## config.mk

```make
export PLATFORM = sky130hd
export DESIGN_NAME = proc_control_unit_flat
export DESIGN_NICKNAME = d
export VERILOG_FILES = /design/src/rtl/proc_isa_pkg.sv /design/src/rtl/proc_control_unit_if.sv /design/src/rtl/proc_ir_decode.sv /design/src/rtl/proc_control_unit.sv /design/src/flat_wrapper.sv
export SDC_FILE = /design/constraint.sdc
export NUM_CORES = 1
export LEC_CHECK = 0
export ABC_AREA = 1
export CAP_MARGIN = 20
export CORE_UTILIZATION = 33
export CTS_CLUSTER_SIZE = 16
export DETAILED_ROUTE_END_ITERATION = 16
export PLACE_DENSITY = 0.77
export SLEW_MARGIN = 20
export SYNTH_ARGS = -nofsm -noshare
export SYNTH_HDL_FRONTEND = slang
export SYNTH_HIERARCHICAL = 1
export SYNTH_SLANG_ARGS = --single-unit
```

## constraint.sdc

```tcl
create_clock -name Clk -period 1.1 [get_ports Clk]
set_input_delay 0.22 -clock Clk [delete_from_list [all_inputs] [get_ports Clk]]
set_output_delay 0.22 -clock Clk [all_outputs]
set_load 0.005 [all_outputs]
```

## src/rtl/proc_isa_pkg.sv

```systemverilog
// Shared ISA definitions for the 16-bit processor: opcodes, control-FSM state codes,
// datapath select encodings and instruction field positions.
package proc_isa_pkg;

    localparam logic [3:0] OP_NOOP  = 4'h0;
    localparam logic [3:0] OP_STORE = 4'h1;
    localparam logic [3:0] OP_LOAD  = 4'h2;
    localparam logic [3:0] OP_ADD   = 4'h3;
    localparam logic [3:0] OP_SUB   = 4'h4;
    localparam logic [3:0] OP_LOADC = 4'h5;
    localparam logic [3:0] OP_HALT  = 4'h6;

    typedef enum logic [7:0] {
        ST_INIT   = 8'h00,
        ST_FETCH  = 8'h01,
        ST_DECODE = 8'h02,
        ST_NOOP   = 8'h03,
        ST_LOADA  = 8'h04,
        ST_LOADB  = 8'h05,
        ST_STORE  = 8'h06,
        ST_ADD    = 8'h07,
        ST_SUB    = 8'h08,
        ST_HALT   = 8'h09,
        ST_LOADC  = 8'h0A,
        ST_WAIT   = 8'h0B
    } state_e;

    localparam logic [2:0] ALU_ZERO  = 3'b000;
    localparam logic [2:0] ALU_ADD   = 3'b001;
    localparam logic [2:0] ALU_SUB   = 3'b010;
    localparam logic [2:0] ALU_PASSA = 3'b011;

    localparam logic [1:0] RF_S_ALU  = 2'b00;
    localparam logic [1:0] RF_S_DMEM = 2'b01;
    localparam logic [1:0] RF_S_IMM  = 2'b10;

    localparam int OP_HI      = 15;
    localparam int OP_LO      = 12;
    localparam int RA_HI      = 11;
    localparam int RA_LO      = 8;
    localparam int RB_HI      = 7;
    localparam int RB_LO      = 4;
    localparam int RD_HI      = 3;
    localparam int RD_LO      = 0;
    localparam int LD_ADDR_HI = 11;
    localparam int LD_ADDR_LO = 4;
    localparam int ST_ADDR_HI = 7;
    localparam int ST_ADDR_LO = 0;
    localparam int IMM_HI     = 11;
    localparam int IMM_LO     = 4;

    // Execute states are the ones that end an instruction and may divert to Wait.
    function automatic logic is_execute(state_e s);
        return (s == ST_NOOP) || (s == ST_LOADB) || (s == ST_STORE) ||
               (s == ST_ADD)  || (s == ST_SUB)   || (s == ST_LOADC);
    endfunction

endpackage

```

## src/rtl/proc_control_unit_if.sv

```systemverilog
// Bundle between the control unit and the datapath: IR/step inputs in, strobes/selects out.
interface proc_control_unit_if #(
    parameter int STATE_W = 8
);
    // No valid/ready handshake: every strobe is a level that is meaningful for exactly
    // the cycle it is high, and the datapath acts on it at the next rising Clk.
    logic [15:0]        IR;
    logic               Step_En;
    logic               Step;
    logic               PC_Clr;
    logic               PC_Up;
    logic               IR_Ld;
    logic [7:0]         D_Addr;
    logic               D_Wr;
    logic [1:0]         RF_s;
    logic [7:0]         RF_Imm;
    logic [3:0]         RF_W_Addr;
    logic               RF_W_En;
    logic [3:0]         RF_Ra_Addr;
    logic [3:0]         RF_Rb_Addr;
    logic [2:0]         ALU_Sel;
    logic               Halted;
    logic [STATE_W-1:0] State;
    logic [STATE_W-1:0] NextState;

    modport master (
        input  IR, Step_En, Step,
        output PC_Clr, PC_Up, IR_Ld, D_Addr, D_Wr, RF_s, RF_Imm, RF_W_Addr, RF_W_En,
               RF_Ra_Addr, RF_Rb_Addr, ALU_Sel, Halted, State, NextState
    );

    modport slave (
        output IR, Step_En, Step,
        input  PC_Clr, PC_Up, IR_Ld, D_Addr, D_Wr, RF_s, RF_Imm, RF_W_Addr, RF_W_En,
               RF_Ra_Addr, RF_Rb_Addr, ALU_Sel, Halted, State, NextState
    );

endinterface

```

## src/rtl/proc_ir_decode.sv

```systemverilog
// Combinational split of the instruction register into its opcode and operand fields.
module proc_ir_decode
    import proc_isa_pkg::*;
(
    input  logic [15:0] ir_i,
    output logic [3:0]  opcode_o,
    output logic [3:0]  ra_o,
    output logic [3:0]  rb_o,
    output logic [3:0]  rd_o,
    output logic [7:0]  ld_addr_o,
    output logic [7:0]  st_addr_o,
    output logic [7:0]  imm_o
);

    assign opcode_o  = ir_i[OP_HI:OP_LO];
    assign ra_o      = ir_i[RA_HI:RA_LO];
    assign rb_o      = ir_i[RB_HI:RB_LO];
    assign rd_o      = ir_i[RD_HI:RD_LO];
    assign ld_addr_o = ir_i[LD_ADDR_HI:LD_ADDR_LO];
    assign st_addr_o = ir_i[ST_ADDR_HI:ST_ADDR_LO];
    assign imm_o     = ir_i[IMM_HI:IMM_LO];

endmodule

```

## src/rtl/proc_control_unit.sv

```systemverilog
// Moore control FSM sequencing Fetch -> Decode -> Execute for the 16-bit processor datapath,
// with single-step support and an absorbing Halt state.
module proc_control_unit
    import proc_isa_pkg::*;
#(
    parameter int STATE_W = 8,
    parameter int PC_W    = 8
) (
    input  logic          Clk,
    input  logic          Reset,
    proc_control_unit_if.master ctrl
);

    if (STATE_W < 4 || PC_W < 1) begin : g_param_check
        $error("proc_control_unit: STATE_W must be >= 4 and PC_W >= 1");
    end

    state_e     state_q, state_d;
    logic [3:0] opcode, ra, rb, rd;
    logic [7:0] ld_addr, st_addr, imm;

    proc_ir_decode u_ir_decode (
        .ir_i      (ctrl.IR),
        .opcode_o  (opcode),
        .ra_o      (ra),
        .rb_o      (rb),
        .rd_o      (rd),
        .ld_addr_o (ld_addr),
        .st_addr_o (st_addr),
        .imm_o     (imm)
    );

    always_comb begin
        state_d = state_q;
        case (state_q)
            ST_INIT:   state_d = ST_FETCH;
            ST_FETCH:  state_d = ST_DECODE;
            ST_DECODE: begin
                case (opcode)
                    OP_STORE: state_d = ST_STORE;
                    OP_LOAD:  state_d = ST_LOADA;
                    OP_ADD:   state_d = ST_ADD;
                    OP_SUB:   state_d = ST_SUB;
                    OP_LOADC: state_d = ST_LOADC;
                    OP_HALT:  state_d = ST_HALT;
                    default:  state_d = ST_NOOP;
                endcase
            end
            ST_LOADA:  state_d = ST_LOADB;
            ST_WAIT:   state_d = ctrl.Step ? ST_FETCH : ST_WAIT;
            ST_HALT:   state_d = ST_HALT;
            default: begin
                if (is_execute(state_q)) begin
                    state_d = ctrl.Step_En ? ST_WAIT : ST_FETCH;
                end else begin
                    state_d = ST_INIT;
                end
            end
        endcase
        if (Reset) begin
            state_d = ST_INIT;
        end
    end

    always_ff @(posedge Clk) begin
        if (Reset) begin
            state_q <= ST_INIT;
        end else begin
            state_q <= state_d;
        end
    end

    // Outputs depend only on the registered state and the current IR fields.
    logic       pc_clr, pc_up, ir_ld, d_wr, rf_w_en, halted;
    logic [7:0] d_addr, rf_imm;
    logic [1:0] rf_s;
    logic [3:0] rf_w_addr, rf_ra_addr, rf_rb_addr;
    logic [2:0] alu_sel;

    always_comb begin
        pc_clr     = 1'b0;
        pc_up      = 1'b0;
        ir_ld      = 1'b0;
        d_wr       = 1'b0;
        rf_w_en    = 1'b0;
        halted     = 1'b0;
        d_addr     = 8'h00;
        rf_imm     = 8'h00;
        rf_s       = RF_S_ALU;
        rf_w_addr  = 4'h0;
        rf_ra_addr = 4'h0;
        rf_rb_addr = 4'h0;
        alu_sel    = ALU_ZERO;
        case (state_q)
            ST_INIT:  pc_clr = 1'b1;
            ST_FETCH: begin
                ir_ld = 1'b1;
                pc_up = 1'b1;
            end
            // Present addresses one cycle early so synchronous RAM/RF reads land in Execute.
            ST_DECODE: begin
                case (opcode)
                    OP_STORE: begin
                        d_addr     = st_addr;
                        rf_ra_addr = ra;
                    end
                    OP_LOAD: d_addr = ld_addr;
                    OP_ADD, OP_SUB: begin
                        rf_ra_addr = ra;
                        rf_rb_addr = rb;
                    end
                    default: ;
                endcase
            end
            ST_LOADA: d_addr = ld_addr;
            ST_LOADB: begin
                d_addr    = ld_addr;
                rf_s      = RF_S_DMEM;
                rf_w_addr = rd;
                rf_w_en   = 1'b1;
            end
            ST_STORE: begin
                d_addr     = st_addr;
                rf_ra_addr = ra;
                d_wr       = 1'b1;
            end
            ST_ADD, ST_SUB: begin
                rf_ra_addr = ra;
                rf_rb_addr = rb;
                alu_sel    = (state_q == ST_ADD) ? ALU_ADD : ALU_SUB;
                rf_s       = RF_S_ALU;
                rf_w_addr  = rd;
                rf_w_en    = 1'b1;
            end
            ST_LOADC: begin
                rf_s      = RF_S_IMM;
                rf_imm    = imm;
                rf_w_addr = rd;
                rf_w_en   = 1'b1;
            end
            ST_HALT: halted = 1'b1;
            default: ;
        endcase
    end

    assign ctrl.PC_Clr     = pc_clr;
    assign ctrl.PC_Up      = pc_up;
    assign ctrl.IR_Ld      = ir_ld;
    assign ctrl.D_Addr     = d_addr;
    assign ctrl.D_Wr       = d_wr;
    assign ctrl.RF_s       = rf_s;
    assign ctrl.RF_Imm     = rf_imm;
    assign ctrl.RF_W_Addr  = rf_w_addr;
    assign ctrl.RF_W_En    = rf_w_en;
    assign ctrl.RF_Ra_Addr = rf_ra_addr;
    assign ctrl.RF_Rb_Addr = rf_rb_addr;
    assign ctrl.ALU_Sel    = alu_sel;
    assign ctrl.Halted     = halted;
    assign ctrl.State      = STATE_W'(state_q);
    assign ctrl.NextState  = STATE_W'(state_d);

endmodule

```

## src/flat_wrapper.sv

```systemverilog
// flat-port wrapper written by rule: the top's interface ports become plain ports
module proc_control_unit_flat import proc_isa_pkg::*;
#(
    parameter int STATE_W = 8,
    parameter int PC_W    = 8
)
  (Clk, Reset, ctrl_IR, ctrl_Step_En, ctrl_Step, ctrl_PC_Clr, ctrl_PC_Up, ctrl_IR_Ld, ctrl_D_Addr, ctrl_D_Wr, ctrl_RF_s, ctrl_RF_Imm, ctrl_RF_W_Addr, ctrl_RF_W_En, ctrl_RF_Ra_Addr, ctrl_RF_Rb_Addr, ctrl_ALU_Sel, ctrl_Halted, ctrl_State, ctrl_NextState);
  proc_control_unit_if #(.STATE_W(STATE_W)) ctrl_i ();
  input  logic Clk;
  input  logic Reset;
  input wire logic [$bits(ctrl_i.IR)-1:0] ctrl_IR;
  input wire logic [$bits(ctrl_i.Step_En)-1:0] ctrl_Step_En;
  input wire logic [$bits(ctrl_i.Step)-1:0] ctrl_Step;
  output wire logic [$bits(ctrl_i.PC_Clr)-1:0] ctrl_PC_Clr;
  output wire logic [$bits(ctrl_i.PC_Up)-1:0] ctrl_PC_Up;
  output wire logic [$bits(ctrl_i.IR_Ld)-1:0] ctrl_IR_Ld;
  output wire logic [$bits(ctrl_i.D_Addr)-1:0] ctrl_D_Addr;
  output wire logic [$bits(ctrl_i.D_Wr)-1:0] ctrl_D_Wr;
  output wire logic [$bits(ctrl_i.RF_s)-1:0] ctrl_RF_s;
  output wire logic [$bits(ctrl_i.RF_Imm)-1:0] ctrl_RF_Imm;
  output wire logic [$bits(ctrl_i.RF_W_Addr)-1:0] ctrl_RF_W_Addr;
  output wire logic [$bits(ctrl_i.RF_W_En)-1:0] ctrl_RF_W_En;
  output wire logic [$bits(ctrl_i.RF_Ra_Addr)-1:0] ctrl_RF_Ra_Addr;
  output wire logic [$bits(ctrl_i.RF_Rb_Addr)-1:0] ctrl_RF_Rb_Addr;
  output wire logic [$bits(ctrl_i.ALU_Sel)-1:0] ctrl_ALU_Sel;
  output wire logic [$bits(ctrl_i.Halted)-1:0] ctrl_Halted;
  output wire logic [$bits(ctrl_i.State)-1:0] ctrl_State;
  output wire logic [$bits(ctrl_i.NextState)-1:0] ctrl_NextState;
  assign ctrl_i.IR = ctrl_IR;
  assign ctrl_i.Step_En = ctrl_Step_En;
  assign ctrl_i.Step = ctrl_Step;
  assign ctrl_PC_Clr = ctrl_i.PC_Clr;
  assign ctrl_PC_Up = ctrl_i.PC_Up;
  assign ctrl_IR_Ld = ctrl_i.IR_Ld;
  assign ctrl_D_Addr = ctrl_i.D_Addr;
  assign ctrl_D_Wr = ctrl_i.D_Wr;
  assign ctrl_RF_s = ctrl_i.RF_s;
  assign ctrl_RF_Imm = ctrl_i.RF_Imm;
  assign ctrl_RF_W_Addr = ctrl_i.RF_W_Addr;
  assign ctrl_RF_W_En = ctrl_i.RF_W_En;
  assign ctrl_RF_Ra_Addr = ctrl_i.RF_Ra_Addr;
  assign ctrl_RF_Rb_Addr = ctrl_i.RF_Rb_Addr;
  assign ctrl_ALU_Sel = ctrl_i.ALU_Sel;
  assign ctrl_Halted = ctrl_i.Halted;
  assign ctrl_State = ctrl_i.State;
  assign ctrl_NextState = ctrl_i.NextState;
  proc_control_unit #(.STATE_W(STATE_W), .PC_W(PC_W)) u_core (.Clk(Clk), .Reset(Reset), .ctrl(ctrl_i));
endmodule
```

## Word-level counts from Yosys, hierarchy flattened

Index checks and enable logic that the tools add are counted.
W data, S select, Z words.

| storage, ports and cells | value |
|---|---|
| register bits | 8 |
| output and inout bits | 55 |
| logic and storage cells | 52 |

| operators by class | value |
|---|---|
| equality and inequality tests | 17 |
| mux-type cells | 22 |
| reductions and logical operators | 12 |

Operators with widths:

| cell | count |
|---|---|
| $pmux W8 S6 | 1 |
| $eq A8 B3 Y1 const B | 4 |
| $eq A8 B4 Y1 const B | 4 |
| $mux W8 | 3 |
| $pmux W4 S6 | 1 |
| $pmux W8 S3 | 1 |
| $mux W4 | 5 |
| $eq A8 B2 Y1 const B | 2 |
| $pmux W4 S2 | 2 |
| $pmux W8 S2 | 1 |
| $eq A4 B3 Y1 const B | 3 |
| $eq A4 B2 Y1 const B | 2 |
| $eq A8 B1 Y1 const B | 1 |
| $logic_not A8 Y1 | 1 |
| $reduce_or A2 Y1 | 3 |
| $reduce_or A3 Y1 | 2 |
| $logic_or A1 B1 Y1 | 5 |
| $mux W1 | 5 |
| $eq A4 B1 Y1 const B | 1 |
| $pmux W2 S2 | 1 |
| $reduce_or A4 Y1 | 1 |
| $mux W3 | 1 |
| $mux W2 | 1 |

## Depth between registers and ports, before layout

| depth | value |
|---|---|
| depth after elaboration | 9 |
| gate-level depth with buffers | 8 |

## Cells and area by module

The synthesis kept the hierarchy.

By module, submodules not included:

| module | instances | cells an instance | area each (um2) |
|---|---|---|---|
| proc_control_unit | 1 | 173 | 852.1 |
| proc_ir_decode | 1 | 40 | 300.3 |

## Least setup slack after synthesis

Ideal clock, no wire load.

| timing path | value |
|---|---|
| path type | register -> output |
| from | reg u_core.state_q[1], in the netlist u_core/ctrl.State[1] |
| to | out ctrl_RF_Imm[0] |
| arrival time | 1.076 ns |
| required time | 0.880 ns |
| slack | -0.196 ns |
| cell stages (with the launch flop) | 5 |
| buffers on the path | 0 |
| path through | dfxtp_1 nand2_2 nor2_1 inv_1 nor2_1 |

| between the ends | value |
|---|---|
| longest elaborated chain between the ends | 2 |

RTL lines:

| item | line | RTL |
|---|---|---|
| start: declaration | proc_control_unit.sv:18 | `state_e state_q, state_d;` |
| start signal: assignment | proc_control_unit.sv:69 | `state_q <= state_d;` |
| $eq A8 B4 Y1 | proc_control_unit.sv:94 | `case (state_q)` |
| $mux W8 | proc_control_unit.sv:94 |  |
| end: declaration | flat_wrapper.sv:20 | `output wire logic [$bits(ctrl_i.RF_Imm)-1:0] ctrl_RF_Imm;` |

No other way between the ends.

## Worst setup path after layout

| timing path | value |
|---|---|
| from | reg u_core.state_q[1], in the netlist u_core/ctrl.State[1] |
| to | out ctrl_RF_W_Addr[2] |

| between the ends | value |
|---|---|
| longest elaborated chain between the ends | 3 |

RTL lines:

| item | line | RTL |
|---|---|---|
| $eq A8 B3 Y1 / $eq A8 B4 Y1 (equally long branches) | proc_control_unit.sv:94 |  |
| $reduce_or A4 Y1 (no source line) (*) | n/a |  |
| $mux W4 (*) | proc_control_unit.sv:94 |  |
| end: declaration | flat_wrapper.sv:21 | `output wire logic [$bits(ctrl_i.RF_W_Addr)-1:0] ctrl_RF_W_Addr;` |

Mark *: on every way between the ends. The rest lies on a longest branch, timed or not.

==> flow_summary.ini <==
[worst_setup_path]
worst_path_most_repeated_cell = buf_6
timing.rr.end = u_core/ctrl.State[1]
critPathCapture = ctrl_RF_W_Addr[2]
crit_type = register to output port
rr_startpoint = u_core/ctrl.State[0]
start_kind = register
crit_start = u_core/ctrl.State[1]
r2r_slack_ps = -640
cp_cell_sequence = inv_6 -> nand2_4 -> buf_6 -> o21ai_4 -> nor3_4 -> buf_6 -> nor2_2 -> buf_2
reg2reg_depth = 14
critPathBufInv = 4
worst-path-max-fanout = 6
crit_arrival_ps = 1590
critPathTopFamily = buffers and inverters
critPathMaxStageDelay_ps = 380
setup.worst_path.end_class = output port
slowest_stage = dfxtp_4
path_depth = 8
required_ps = 880

[status]
violations = negative setup slack
status = finished with violations

[synth]
synth_top_family_by_area = buffers and inverters
ys_seq_elements = 4
synth-edff-count = 0
yosysUniqueCellTypes = 18
yosys-top-cells-area = buf_4 33%, nor2_1 13%, nand2_1 12%, inv_1 12%, dfxtp_1 6.9%
async_flop_share_pct = 0
synth-simple-area-share_pct = 38.4
syn_avg_cell_area_um2 = 5.41
synth.cell_area_um2 = 1150
ys_warn_count = 6
synth_compound_area_share_pct = 9.34
syn_inst = 213
synth-xor-area-share_pct = 0
synthAdderAreaFrac_pct = 0
synth_area_leader_cell = buf_4
synth-main-ff-cell = dfxtp_1
muxShareOfSynthArea_pct = 0
synth_top_area_share_pct = 32.6
seq_area_frac_synth_pct = 6.95
synth_most_common_cell = buf_4
synthTopCellsByCount = 50 x buf_4, 40 x nor2_1, 37 x nand2_1, 36 x inv_1, 12 x o21ai_0

[timing]
rsz0062_at_grt = yes
fin_crit_ps = 1810
finalCritPeriodShare_pct = 164
hold_ws_ps = 560
skew_ps = 2.27
fmax_mhz = 553
finalWorstSetupSlack_ps = -709
setup_viol = 49
maxSlewViolCount = 0
finalSetupTns_ps = -25330
hold_violations = 0

[cells_and_area]
largest_reg_flops = 4
finalNonFillerCells = 350
final_nets = 326
area_growth_pct = 107
insertedDiodeCount = 0
fin_util_pct = 71.4
drive_gt1_share_pct = 62.2

[global_routing]
grt_max_degree = 10
grt_pass1_wl_um = 6820
first_global_vias = 1559
grt_overflow_total = 0
antenna_found_initial = 0
grt_util_all_layers_pct = 24.7

[pwr]
peakVddDrop_mv = 1.22
clkPwrFrac_pct = 4.5
switching_power_w = 0.00196
p_leak_nw = 1.32
p_comb_share_pct = 86.4
intPower_w = 0.00235
p_seq_share_pct = 9.2
netSwitchingFraction_pct = 45.5
power.density_nw_per_um2 = 1810

[floorplan]
rows = 21
fp.coreArea_um2 = 3340
io_pins = 75
initial_core_util_pct = 34.5
die_y_um = 61.1
die_area_um2 = 3730
dieWidth_um = 61.1

[cts]
cts_htree_levels = 1
cts_sinks = 4
clock_latency_ps = 240
path_clk_slew_ps = 40
numCtsBuffers = 3
clockBufferDepth = 2
cts_tree = done
cts_root_buf = clkbuf_4

[drt]
vias_per_cell = 4.59
num_vias = 1608
ant_nets = 0
detail_route.drc_violations = 0
routedWlPerCell_um = 14.4
drt_iter0_drc = 70
dr.pass1.iters = 4
wirelength_um = 5050

[place]
dpl.hpwl_um = 2590
portBuffers = 65
gp_congestion = 0.787
dpl.cell_count = 300

[flow_run]
cap_violations = 0

[worst_hold_path]
min_path_type = input port to register
-- worst min path at each step --
| stage | slack [ps] | startpoint | depth (start not counted) | end |
|---|---|---|---|---|
| 2_1_floorplan | 280 | Reset | 1 | u_core/ctrl.State[2] |
| 3_3_place_gp | 730 | u_core/ctrl.State[1] | 4 | u_core/ctrl.State[0] |
| 3_5_place_dp | 750 | u_core/ctrl.State[1] | 4 | u_core/ctrl.State[0] |
| 4_1_cts | 550 | Reset | 2 | u_core/ctrl.State[2] |
| 5_1_grt | 600 | Reset | 2 | u_core/ctrl.State[2] |
| 6_report | 560 | Reset | 2 | u_core/ctrl.State[2] |
-- placed cells by master, fill, tap and decap left out, types with 2 or more instances in the layout --
cell             instances
a21boi_1                 2
a21oi_4                  2
buf_12                   3
buf_2                   31
buf_4                   27
buf_6                   46
clkbuf_2                 3
clkbuf_4                 3
clkdlybuf4s50_1         15
conb_1                   9
dfxtp_4                  4
dlygate4sd2_1            4
inv_1                   28
inv_2                    5
inv_6                    3
nand2_1                 18
nand2_2                 13
nand2_4                  7
nand2_8                  2
nand3_1                  5
nand3_2                  6
nand4_1                  3
nor2_1                  18
nor2_2                  13
nor2_4                  14
nor3_4                   2
o21ai_0                  6
o21ai_1                  6
-- repair_timing --
action | in CTS | in global routing
pin swaps | 40 | 21
setup buffers | 37 | 15
hold buffers | 0 | 0
gates resized for setup | 261 | 40
endpoints found under the setup margin | 50 | 50
-- cell type report --
type	instances	area (um2)
fill	261	953
clock buffer	3	22.5
tap	46	57.6
inverter	38	168
multi-input combinational	129	893
timing repair buffer	130	1150
sequential	4	95.1
-- cells by family (layout without fill, tap and decap cells) --
logic type      after synthesis  count (layout)
buf+inv                      88             171
flops                         4               4
simple gates                101             101
other cells                   1               9
compound gates               19              19
-- routing by layer --
metal | global-route usage (%) | vias up | wire length [um]
met5 | 0 | - | 0
met4 | 12.7 | 0 | 181
met3 | 3.36 | 17 | 388
met2 | 48.1 | 78 | 2710
met1 | 25.3 | 741 | 1770
li1 | - | 772 | -
-- power by group through the flow --
stage                     clock network [W]  registers [W]  logic [W]
after floorplan                           0       0.000338    0.00105
after global placement                    0       0.000337    0.00200
after detailed placement                  0       0.000338    0.00202
after CTS                          0.000200       0.000376    0.00327
after global routing               0.000212       0.000406    0.00393
final                              0.000192       0.000394    0.00372
-- metrics by stage --
step	area (um2)	setup WS, ps	total power (W)
2_1_floorplan	1280	-83.6	0.00138
3_3_place_gp	1760	-1020	0.00233
3_5_place_dp	1760	-1050	0.00236
4_1_cts	2210	-661	0.00384
5_1_grt	2380	-746	0.00455
6_report	2380	-709	0.00431
No activity file was read; power rests on OpenSTA's default activity.
